--- config.mk ---
export PLATFORM = sky130hd
export DESIGN_NAME = vme_slave_responder
export DESIGN_NICKNAME = d
export VERILOG_FILES = /design/src/rtl/vme_pkg.sv /design/src/rtl/vme_sync2.sv /design/src/rtl/vme_slave_responder.sv
export SDC_FILE = /design/constraint.sdc
export NUM_CORES = 1
export LEC_CHECK = 0
export CAP_MARGIN = 40
export CORE_MARGIN = 2
export CORE_UTILIZATION = 50
export DETAILED_ROUTE_END_ITERATION = 7
export PLACE_DENSITY = 0.79
export REMOVE_ABC_BUFFERS = 1
export SETUP_SLACK_MARGIN = 0.02
export SLEW_MARGIN = 20
export SYNTH_ARGS = -nofsm -noshare
export SYNTH_HDL_FRONTEND = slang
export SYNTH_HIERARCHICAL = 1
export SYNTH_SLANG_ARGS = --single-unit
--- constraint.sdc ---
create_clock -name clock -period 2.6 [get_ports clock]
set_input_delay 0.26 -clock clock [delete_from_list [all_inputs] [get_ports clock]]
set_output_delay 0.26 -clock clock [all_outputs]
set_load 0.02 [all_outputs]
--- src/rtl/vme_pkg.sv ---
// Shared VME definitions: bus levels, A24 address modifiers, responder states and the byte-lane
// decode used by the slave responder.
package vme_pkg;

    localparam logic ACTIVE   = 1'b0;
    localparam logic INACTIVE = 1'b1;
    localparam logic DIR_IN   = 1'b0;
    localparam logic DIR_OUT  = 1'b1;

    localparam logic [5:0] AM_A24_USER_DATA = 6'h39;
    localparam logic [5:0] AM_A24_USER_PROG = 6'h3A;
    localparam logic [5:0] AM_A24_SUP_DATA  = 6'h3D;
    localparam logic [5:0] AM_A24_SUP_PROG  = 6'h3E;

    typedef enum logic [2:0] {
        ST_IDLE,
        ST_DECODE,
        ST_ACCESS,
        ST_ACK,
        ST_ERROR,
        ST_IGNORE,
        ST_WAIT_RELEASE
    } resp_state_e;

    // Bus-level (active-low) inputs; result bit [3] is byte 0, the big-endian MSB lane.
    function automatic logic [3:0] be_from_vme(input logic lword, input logic a1, input logic [1:0] ds);
        logic [3:0] be;
        if (lword == ACTIVE) begin
            be = 4'b1111;
        end else if (ds == {ACTIVE, ACTIVE}) begin
            be = a1 ? 4'b0011 : 4'b1100;
        end else if (ds[1] == ACTIVE) begin
            be = a1 ? 4'b0010 : 4'b1000;
        end else begin
            be = a1 ? 4'b0001 : 4'b0100;
        end
        return be;
    endfunction

endpackage

--- src/rtl/vme_sync2.sv ---
// Two-flop synchroniser for asynchronous VME strobes.
module vme_sync2 #(
    parameter int               WIDTH     = 1,
    parameter logic [WIDTH-1:0] RESET_VAL = '0
) (
    input  logic             clock,
    input  logic             reset,
    input  logic [WIDTH-1:0] d,
    output logic [WIDTH-1:0] q
);

    logic [WIDTH-1:0] meta_q;
    logic [WIDTH-1:0] sync_q;

    always_ff @(posedge clock) begin
        if (reset) begin
            meta_q <= RESET_VAL;
            sync_q <= RESET_VAL;
        end else begin
            meta_q <= d;
            sync_q <= meta_q;
        end
    end

    assign q = sync_q;

endmodule

--- src/rtl/vme_slave_responder.sv ---
// VME A24 slave responder: decodes this board's window, issues one local request per bus cycle
// and answers with DTACK, BERR or nothing at all.
//
// state        | meaning
// IDLE         | bus quiet, waiting for AS plus at least one DS
// DECODE       | classify the captured cycle
// ACCESS       | local_req held until ack, err or timeout
// ACK          | DTACK asserted
// ERROR        | BERR asserted
// IGNORE       | not ours, stay off the bus
// WAIT_RELEASE | hold the response until DS, then AS, are released
module vme_slave_responder
    import vme_pkg::*;
#(
    parameter logic [23:0] BASE_ADDR       = 24'hE00000,
    parameter int          WINDOW_BITS     = 20,
    parameter bit          SUPERVISOR_ONLY = 1'b0,
    parameter int          TIMEOUT_CYCLES  = 64
) (
    input  logic                   clock,
    input  logic                   reset,
    input  logic                   vme_as,
    input  logic [1:0]             vme_ds,
    input  logic                   vme_lword,
    input  logic                   vme_write,
    input  logic [5:0]             vme_address_mod,
    input  logic [23:1]            vme_address,
    input  logic                   vme_iack,
    output logic                   vme_dtack,
    output logic                   vme_berr,
    output logic                   data_oe,
    output logic                   data_dir,
    output logic                   local_req,
    output logic                   local_write,
    output logic [WINDOW_BITS-3:0] local_addr,
    output logic [3:0]             local_be,
    input  logic                   local_ack,
    input  logic                   local_err
);

    localparam int            TW           = $clog2(TIMEOUT_CYCLES + 1);
    localparam logic [TW-1:0] TIMEOUT_LOAD = TW'(TIMEOUT_CYCLES - 1);

    logic       as_s;
    logic [1:0] ds_s;

    // Synchronisers come out of reset at the active level: a cycle in progress across reset
    // must be seen released before the responder will accept anything.
    vme_sync2 #(.WIDTH(1), .RESET_VAL(ACTIVE)) u_sync_as (
        .clock (clock),
        .reset (reset),
        .d     (vme_as),
        .q     (as_s)
    );

    vme_sync2 #(.WIDTH(2), .RESET_VAL({ACTIVE, ACTIVE})) u_sync_ds (
        .clock (clock),
        .reset (reset),
        .d     (vme_ds),
        .q     (ds_s)
    );

    resp_state_e            state_q, state_d;
    logic [22:0]            addr_q, addr_d;
    logic [5:0]             am_q, am_d;
    logic                   write_q, write_d;
    logic                   lword_q, lword_d;
    logic                   iack_q, iack_d;
    logic [1:0]             ds_q, ds_d;
    logic [TW-1:0]          timer_q, timer_d;
    logic                   dtack_q, dtack_d;
    logic                   berr_q, berr_d;
    logic                   oe_q, oe_d;
    logic                   dir_q, dir_d;
    logic                   req_q, req_d;
    logic                   lwr_q, lwr_d;
    logic [WINDOW_BITS-3:0] laddr_q, laddr_d;
    logic [3:0]             be_q, be_d;

    logic am_ok;
    logic in_window;
    logic lword_bad;

    always_comb begin
        case (am_q)
            AM_A24_SUP_DATA, AM_A24_SUP_PROG:   am_ok = 1'b1;
            AM_A24_USER_DATA, AM_A24_USER_PROG: am_ok = !SUPERVISOR_ONLY;
            default:                            am_ok = 1'b0;
        endcase
    end

    // addr_q[k] holds A[k+1]
    assign in_window = (addr_q[22:WINDOW_BITS-1] == BASE_ADDR[23:WINDOW_BITS]);
    assign lword_bad = (lword_q == ACTIVE) && (addr_q[0] || (ds_q != {ACTIVE, ACTIVE}));

    always_comb begin
        state_d = state_q;
        addr_d  = addr_q;
        am_d    = am_q;
        write_d = write_q;
        lword_d = lword_q;
        iack_d  = iack_q;
        ds_d    = ds_q;
        timer_d = timer_q;
        dtack_d = dtack_q;
        berr_d  = berr_q;
        oe_d    = oe_q;
        dir_d   = dir_q;
        req_d   = req_q;
        lwr_d   = lwr_q;
        laddr_d = laddr_q;
        be_d    = be_q;

        case (state_q)
            ST_IDLE: begin
                if ((as_s == ACTIVE) && (ds_s != {INACTIVE, INACTIVE})) begin
                    addr_d  = vme_address;
                    am_d    = vme_address_mod;
                    write_d = vme_write;
                    lword_d = vme_lword;
                    iack_d  = vme_iack;
                    ds_d    = ds_s;
                    state_d = ST_DECODE;
                end
            end
            ST_DECODE: begin
                if ((iack_q == ACTIVE) || !am_ok || !in_window) begin
                    dtack_d = INACTIVE;
                    berr_d  = INACTIVE;
                    oe_d    = INACTIVE;
                    state_d = ST_IGNORE;
                end else if (lword_bad) begin
                    berr_d  = ACTIVE;
                    oe_d    = INACTIVE;
                    state_d = ST_ERROR;
                end else begin
                    req_d   = 1'b1;
                    lwr_d   = (write_q == ACTIVE);
                    laddr_d = addr_q[WINDOW_BITS-2:1];
                    be_d    = be_from_vme(lword_q, addr_q[0], ds_q);
                    oe_d    = ACTIVE;
                    dir_d   = (write_q == ACTIVE) ? DIR_IN : DIR_OUT;
                    timer_d = TIMEOUT_LOAD;
                    state_d = ST_ACCESS;
                end
            end
            ST_ACCESS: begin
                // err beats ack; ack beats a timeout landing in the same clock
                if (local_err) begin
                    req_d   = 1'b0;
                    berr_d  = ACTIVE;
                    oe_d    = INACTIVE;
                    state_d = ST_ERROR;
                end else if (local_ack) begin
                    req_d   = 1'b0;
                    dtack_d = ACTIVE;
                    state_d = ST_ACK;
                end else if (timer_q == '0) begin
                    req_d   = 1'b0;
                    berr_d  = ACTIVE;
                    oe_d    = INACTIVE;
                    state_d = ST_ERROR;
                end else begin
                    timer_d = timer_q - 1'b1;
                end
            end
            ST_ACK, ST_ERROR, ST_IGNORE: begin
                state_d = ST_WAIT_RELEASE;
            end
            ST_WAIT_RELEASE: begin
                if (ds_s == {INACTIVE, INACTIVE}) begin
                    dtack_d = INACTIVE;
                    berr_d  = INACTIVE;
                    oe_d    = INACTIVE;
                    if (as_s == INACTIVE) begin
                        state_d = ST_IDLE;
                    end
                end
            end
            default: begin
                state_d = ST_WAIT_RELEASE;
            end
        endcase
    end

    always_ff @(posedge clock) begin
        if (reset) begin
            state_q <= ST_WAIT_RELEASE;
            addr_q  <= '0;
            am_q    <= '0;
            write_q <= INACTIVE;
            lword_q <= INACTIVE;
            iack_q  <= INACTIVE;
            ds_q    <= {INACTIVE, INACTIVE};
            timer_q <= '0;
            dtack_q <= INACTIVE;
            berr_q  <= INACTIVE;
            oe_q    <= INACTIVE;
            dir_q   <= DIR_IN;
            req_q   <= 1'b0;
            lwr_q   <= 1'b0;
            laddr_q <= '0;
            be_q    <= '0;
        end else begin
            state_q <= state_d;
            addr_q  <= addr_d;
            am_q    <= am_d;
            write_q <= write_d;
            lword_q <= lword_d;
            iack_q  <= iack_d;
            ds_q    <= ds_d;
            timer_q <= timer_d;
            dtack_q <= dtack_d;
            berr_q  <= berr_d;
            oe_q    <= oe_d;
            dir_q   <= dir_d;
            req_q   <= req_d;
            lwr_q   <= lwr_d;
            laddr_q <= laddr_d;
            be_q    <= be_d;
        end
    end

    assign vme_dtack   = dtack_q;
    assign vme_berr    = berr_q;
    assign data_oe     = oe_q;
    assign data_dir    = dir_q;
    assign local_req   = req_q;
    assign local_write = lwr_q;
    assign local_addr  = laddr_q;
    assign local_be    = be_q;

endmodule

* Word-level counts from Yosys, hierarchy flattened
Index checks and enable logic that the tools add are counted.
W data, S select, Z words.
** Storage, ports and cells
- Flip-flop bits (word level) :: 78
- Word-level logic and storage cells :: 118
** Operators by class
- Reductions and logical operators :: 22
- Multiplexer cells :: 45
- Bitwise gates (word level) :: 6
- Equal/unequal tests :: 24
- Add/sub/neg operators :: 1
** Operators by type and width (count)
- $mux W7 :: 5
- $mux W3 :: 9
- $eq A6 B6 Y1 const B :: 4
- $mux W1 :: 20
- $mux W4 :: 5
- $ne A2 B2 Y1 const B :: 10
- $pmux W7 S2 :: 1
- $pmux W3 S4 :: 1
- $reduce_and A4 Y1 :: 3
- $reduce_and A5 Y1 :: 2
- $ne A3 B3 Y1 const B :: 3
- $pmux W1 S3 :: 3
- $logic_not A7 Y1 :: 1
- $sub A7 B1 Y7 const B :: 1
- $not A1 Y1 :: 6
- $reduce_and A6 Y1 :: 1
- $eq A4 B4 Y1 const B :: 1
- $ne A4 B4 Y1 const B :: 1
- $reduce_bool A2 Y1 :: 2
- $reduce_or A4 Y1 :: 1
- $eq A3 B1 Y1 const B :: 1
- $eq A3 B2 Y1 const B :: 1
- $eq A3 B3 Y1 const B :: 1
- $logic_not A3 Y1 :: 1
- 10 further kinds :: 14

* Longest topological paths before layout
Gate-level depths: netlist of the first run.
- Depth after elaboration :: 8
- Depth in mapped cells :: 8
- Depth with buffers taken out :: 7

* Cells and area by module
Netlist of the first run, hierarchy kept.
** Modules (own cells, without submodules)
- vme_slave_responder :: cells each 359, area each 2880.3 sq um, times used 1, seq. area each 1421.4 sq um
- vme_sync2 at u_sync_ds :: cells each 8, area each 105.1 sq um, times used 1, seq. area each 80.1 sq um
- vme_sync2 at u_sync_as :: cells each 4, area each 52.6 sq um, times used 1, seq. area each 40.0 sq um

* Least setup slack after synthesis of the first run
OpenSTA, ideal clock, no wires.
- Path type :: flip-flop to flip-flop
- Start :: register timer_q[0]
- End :: register state_q[1]
- Stages on the path, launching flop included :: 8
- Period minus slack after synthesis :: 1.829 ns
- Setup slack :: 0.771 ns
- Library setup time :: 0.126 ns
- Arrival time :: 1.703 ns
- Cell sequence :: dfxtp_1 -> inv_1 -> ha_1 -> nor4b_1 -> a211o_1 -> a31oi_1 -> a2111oi_0 -> o21bai_1
** On the way
- Cells in the longest elaborated chain, start to end :: 3
** Ends and longest elaborated chain
- start, declared :: line vme_slave_responder.sv:70 : logic [TW-1:0] timer_q, timer_d;
- start signal, assigned :: line vme_slave_responder.sv:212 : timer_q <= timer_d;
- $logic_not A7 Y1 :: line vme_slave_responder.sv:158 : end else if (timer_q == '0) begin
- $ne A4 B4 Y1 (no source line)
- $reduce_and A4 Y1 (no source line)
- end signal, assigned :: line vme_slave_responder.sv:205 : state_q <= state_d;
- end, declared :: line vme_slave_responder.sv:63 : resp_state_e state_q, state_d;
No other way between the ends.
A chain may end at the register's enable or synchronous reset.

* Worst setup path in the final report of the first run
- Start :: register state_q[0]
- End :: register laddr_q[3] (netlist: local_addr[3])
** On the way
- Cells in the longest elaborated chain, start to end :: 2
** Ends and longest elaborated chain
- $eq A3 B1 Y1 :: line vme_slave_responder.sv:114 : case (state_q)
- $reduce_and A3 Y1 (no source line)
- end signal, assigned :: line vme_slave_responder.sv:219 : laddr_q <= laddr_d;
- end, declared :: line vme_slave_responder.sv:77 : logic [WINDOW_BITS-3:0] laddr_q, laddr_d;
No other way between the ends.

==> results of run 1 <==
[logic make-up after synthesis]
family / count (synthesis)
and+or+nand+nor: 179
AOI/OAI and AO/OA: 81
DFF: 77
buffers and inverters: 29
xor gates and xnor gates: 3
adders and majority gates: 2
[Yosys cell counts (all sizes together)]
library cell | number | area, um^2
nand2 | 110 | 413
dfxtp | 77 | 1540
a21oi | 53 | 273
nor2 | 19 | 73.8
clkbuf | 13 | 48.8
nor3 | 11 | 55.1
buf | 10 | 61.3
a211oi | 7 | 65.1
nor2b | 7 | 43.8
o21ai | 7 | 35.0
inv | 6 | 22.5
nand2b | 5 | 31.3
nand3 | 5 | 25.0
nand3b | 5 | 37.5
nor3b | 3 | 27.5
o21bai | 3 | 33.8
or2 | 3 | 18.8
a311oi | 2 | 17.5
a31oi | 2 | 12.5
ha | 2 | 25.0
nand4b | 2 | 17.5
o31ai | 2 | 15.0
or4b | 2 | 23.8
xnor2 | 2 | 17.5
a2111oi | 1 | 8.76
a211o | 1 | 8.76
a21o | 1 | 7.51
a221oi | 1 | 8.76
a41oi | 1 | 8.76
and2 | 1 | 6.26
and3b | 1 | 8.76
nand4 | 1 | 6.26
nor4 | 1 | 6.26
nor4b | 1 | 8.76
or3 | 1 | 6.26
or3b | 1 | 8.76
xor2 | 1 | 8.76
[worst max-delay path, delay by kind of cell (launching register included)]
kind	cells	cell delay (ns)
AO/OA/AOI/OAI	1	0.08
flip-flops	1	0.49
AND/OR/NAND/NOR	4	1.53
[power breakdown]
part	total, uW	internal [uW]	switching [uW]
combinational	190	97.0	92.6
sequential	1210	1200	17.2
clock	1000	549	451
total	2400	1840	560
[per-stage QoR]
stage	hold WS, ns	setup WS, ns	instances	power (uW)
2_1_floorplan	0.329	0.471	348	1320
3_3_place_gp	0.420	0.395	495	1420
3_5_place_dp	0.422	0.362	495	1430
4_1_cts	0.430	0.350	511	2420
5_1_grt	0.356	0.296	512	2500
6_report	0.330	0.380	512	2400
[flip-flops by register name, indices dropped and copies added, names as in the netlist]
register	count
state_q	3
u_sync_ds/meta_q	2
u_sync_as/q	1
vme_dtack	1
ds_q	2
u_sync_ds/q	2
local_be	4
timer_q	7
u_sync_as/meta_q	1
vme_berr	1
iack_q	1
local_addr	18
addr_q	23
write_q	1
lword_q	1
local_req	1
data_dir	1
local_write	1
am_q	5
data_oe	1
[area by class of cell]
type                            count  share of cell area [%]
Inverter                            6                   0.569
Multi-Input combinational cell    265                    34.4
Clock buffer                       10                    3.22
Tap cell                           75                    2.37
Timing Repair Buffer               73                    18.1
Sequential cell                    77                    38.9
Clock inverter                      6                    2.37
[layer usage]
layer / track usage (%) / routed length, um
met2: 34.4 / 3110
met1: 25.1 / 3100
met4: 10.7 / 153
met5: 0 / 0
met3: 4.07 / 230
[worst max path at each step]
stage | end | slack, ns | from
finish | local_addr[3] | 0.38 | state_q[0]
CTS | local_addr[9] | 0.35 | state_q[0]
global placement | data_dir | 0.40 | state_q[0]
detailed placement | data_dir | 0.36 | state_q[0]
global route | local_addr[3] | 0.30 | state_q[0]
floorplan | timer_q[1] | 0.47 | state_q[0]
==> run_results.csv, run 1 <==
group,metric,value,unit
status,status,"complete, no violations",
yosys,synth_compound_area_share,16.3,%
cts,insertion_delay,0.35,ns
routing,ant_nets,0,
grt,antenna_found_initial,0,
finish,final_cell_mix,"nand2_1 (110), dfxtp_1 (77), clkdlybuf4s50_1 (64), a21oi_1 (51), nor2_1 (18)",
floorplan,dieHeight,81.9,um
worst_setup_path,slowest_stage,"or4b_4",
worst_setup_path,r2r_slack,0.38,ns
grt,grt_pass1_wl,10.6,mm
cts,numCtsBuffers,9,
yosys,syn_inst,371,
yosys,synth_mux_area_share,0,%
worst_setup_path,slowest_delay,0.54,ns
routing,vias_per_cell,5.20,
grt,gr-total-overflow,0,
routing,drt_iter0_markers,159,
worst_setup_path,path_cells,"nor3b_2 -> or4b_4 -> or2_1 -> nand2_1 -> a21oi_1",
cts,holdBufCountCts,0,
finish,multi_input_area,1360,um^2
run,max-cap-violations,0,
floorplan,dieArea,6710,um^2
timing,relSlewSlack,46.8,%
finish,syn_to_final_growth,30.4,%
timing,fmax,450,MHz
cts,postCtsSetupBuffers,0,
floorplan,initial_core_util,51.6,%
yosys,synth_area_per_cell,8.19,um^2
routing,drc_errors,0,
routing,vias,2662,
hold_path,holdPathEnd,"addr_q[22]",
routing,wl_per_cell,12.9,um
finish,regArea,1540,um^2
pwr,leakagePower,0.00136,uW
yosys,synth_adder_area_share,0.824,%
place,dpl-instance-area,3720,um^2
worst_setup_path,start_kind,"register",
timing,worst_slew_pin_slew,0.798,ns
worst_setup_path,worstPathRequired,2.83,ns
place,dp_hpwl,4.33,mm
finish,design_area,3960,um^2
yosys,synth_seq_cells,77,
finish,antennaDiodeCount,0,
timing,final_hold_viol_count,0,
yosys,yosys.area_share.xor_xnor,0.865,%
hold_path,min_path_cells,3,
yosys,synth_cell_types,46,
finish,mostFrequentLayoutCell,"nand2_1",
timing,fin_crit,2.22,ns
floorplan,ios,67,
cts,cts_tree,"built",
hold_path,hold_start,"reset",
place,io_buffers,65,
worst_setup_path,path_class,"register to register",
grt,first_global_vias,2426,
floorplan,core-area,5890,um^2
cts,cts_num_sinks,77,
grt,grtUsageTotal,20.6,%
timing,rsz0062_at_grt,"false",
finish,nFillCells,485,
yosys,synth-simple-area-share,26.9,%
cts,postCtsResizedCells,0,
pwr,powerDensity,607,nW/um^2
finish,nets,473,
cts,cts-root-buf,"clkbuf_8",
routing,wirelength,6.60,mm
floorplan,rows,28,
pwr,ir_drop,0.431,mV
worst_setup_path,end_kind,"register",
yosys,seq_area_frac_synth,50.7,%
grt,grt_max_degree,48,
finish,layout-drive-gt1-share,7.78,%
place,place.gp.congestion,0.839,
hold_path,hold_class,"input port to register",
yosys,synth_warnings,6,
timing,setup_viol,0,
cts,path_clk_slew,0.08,ns
cts,clockBufferDepth,2,
timing,finalCritPeriodShare,85.4,%
routing,firstDrtPassIters,4,
cts,cts_max_level,3,
timing,fin_tns_setup,0,ns
yosys,synth_top_family_by_area,"simple AND/OR/NAND/NOR gates",
worst_setup_path,ff2ff_path_depth,5,
finish,fin_util,67.3,%
worst_setup_path,cp_max_fo,20,
worst_setup_path,cp_data_arrival_time,2.45,ns
floorplan,die_w,81.9,um
timing,skew,0.0128,ns
timing,drv_slew,0,
worst_setup_path,reg2reg_from,"state_q[0]",
worst_setup_path,r2r_end,"local_addr[3]",
yosys,syn-cell-area,3040,um^2
Power figures use the tool's default switching activity.
==> run 2, diff against run 1 <==
--- a/config.mk
+++ b/config.mk
@@ -5,9 +5,11 @@
 export SDC_FILE = /design/constraint.sdc
 export NUM_CORES = 1
 export LEC_CHECK = 0
+export ABC_CLOCK_PERIOD_IN_PS = 2600
 export CAP_MARGIN = 40
 export CORE_MARGIN = 2
 export CORE_UTILIZATION = 50
+export CTS_CLUSTER_SIZE = 8
 export DETAILED_ROUTE_END_ITERATION = 7
 export PLACE_DENSITY = 0.79
 export REMOVE_ABC_BUFFERS = 1
==> results of run 2 <==
The final DEF is identical to that of run 1; final timing and power are the same.
==> run 3, diff against run 2 <==
--- a/config.mk
+++ b/config.mk
@@ -14,6 +14,7 @@
 export PLACE_DENSITY = 0.79
 export REMOVE_ABC_BUFFERS = 1
 export SETUP_SLACK_MARGIN = 0.02
+export SKIP_LAST_GASP = 1
 export SLEW_MARGIN = 20
 export SYNTH_ARGS = -nofsm -noshare
 export SYNTH_HDL_FRONTEND = slang
==> results of run 3 <==
The final DEF is identical to that of run 1; final timing and power are the same.
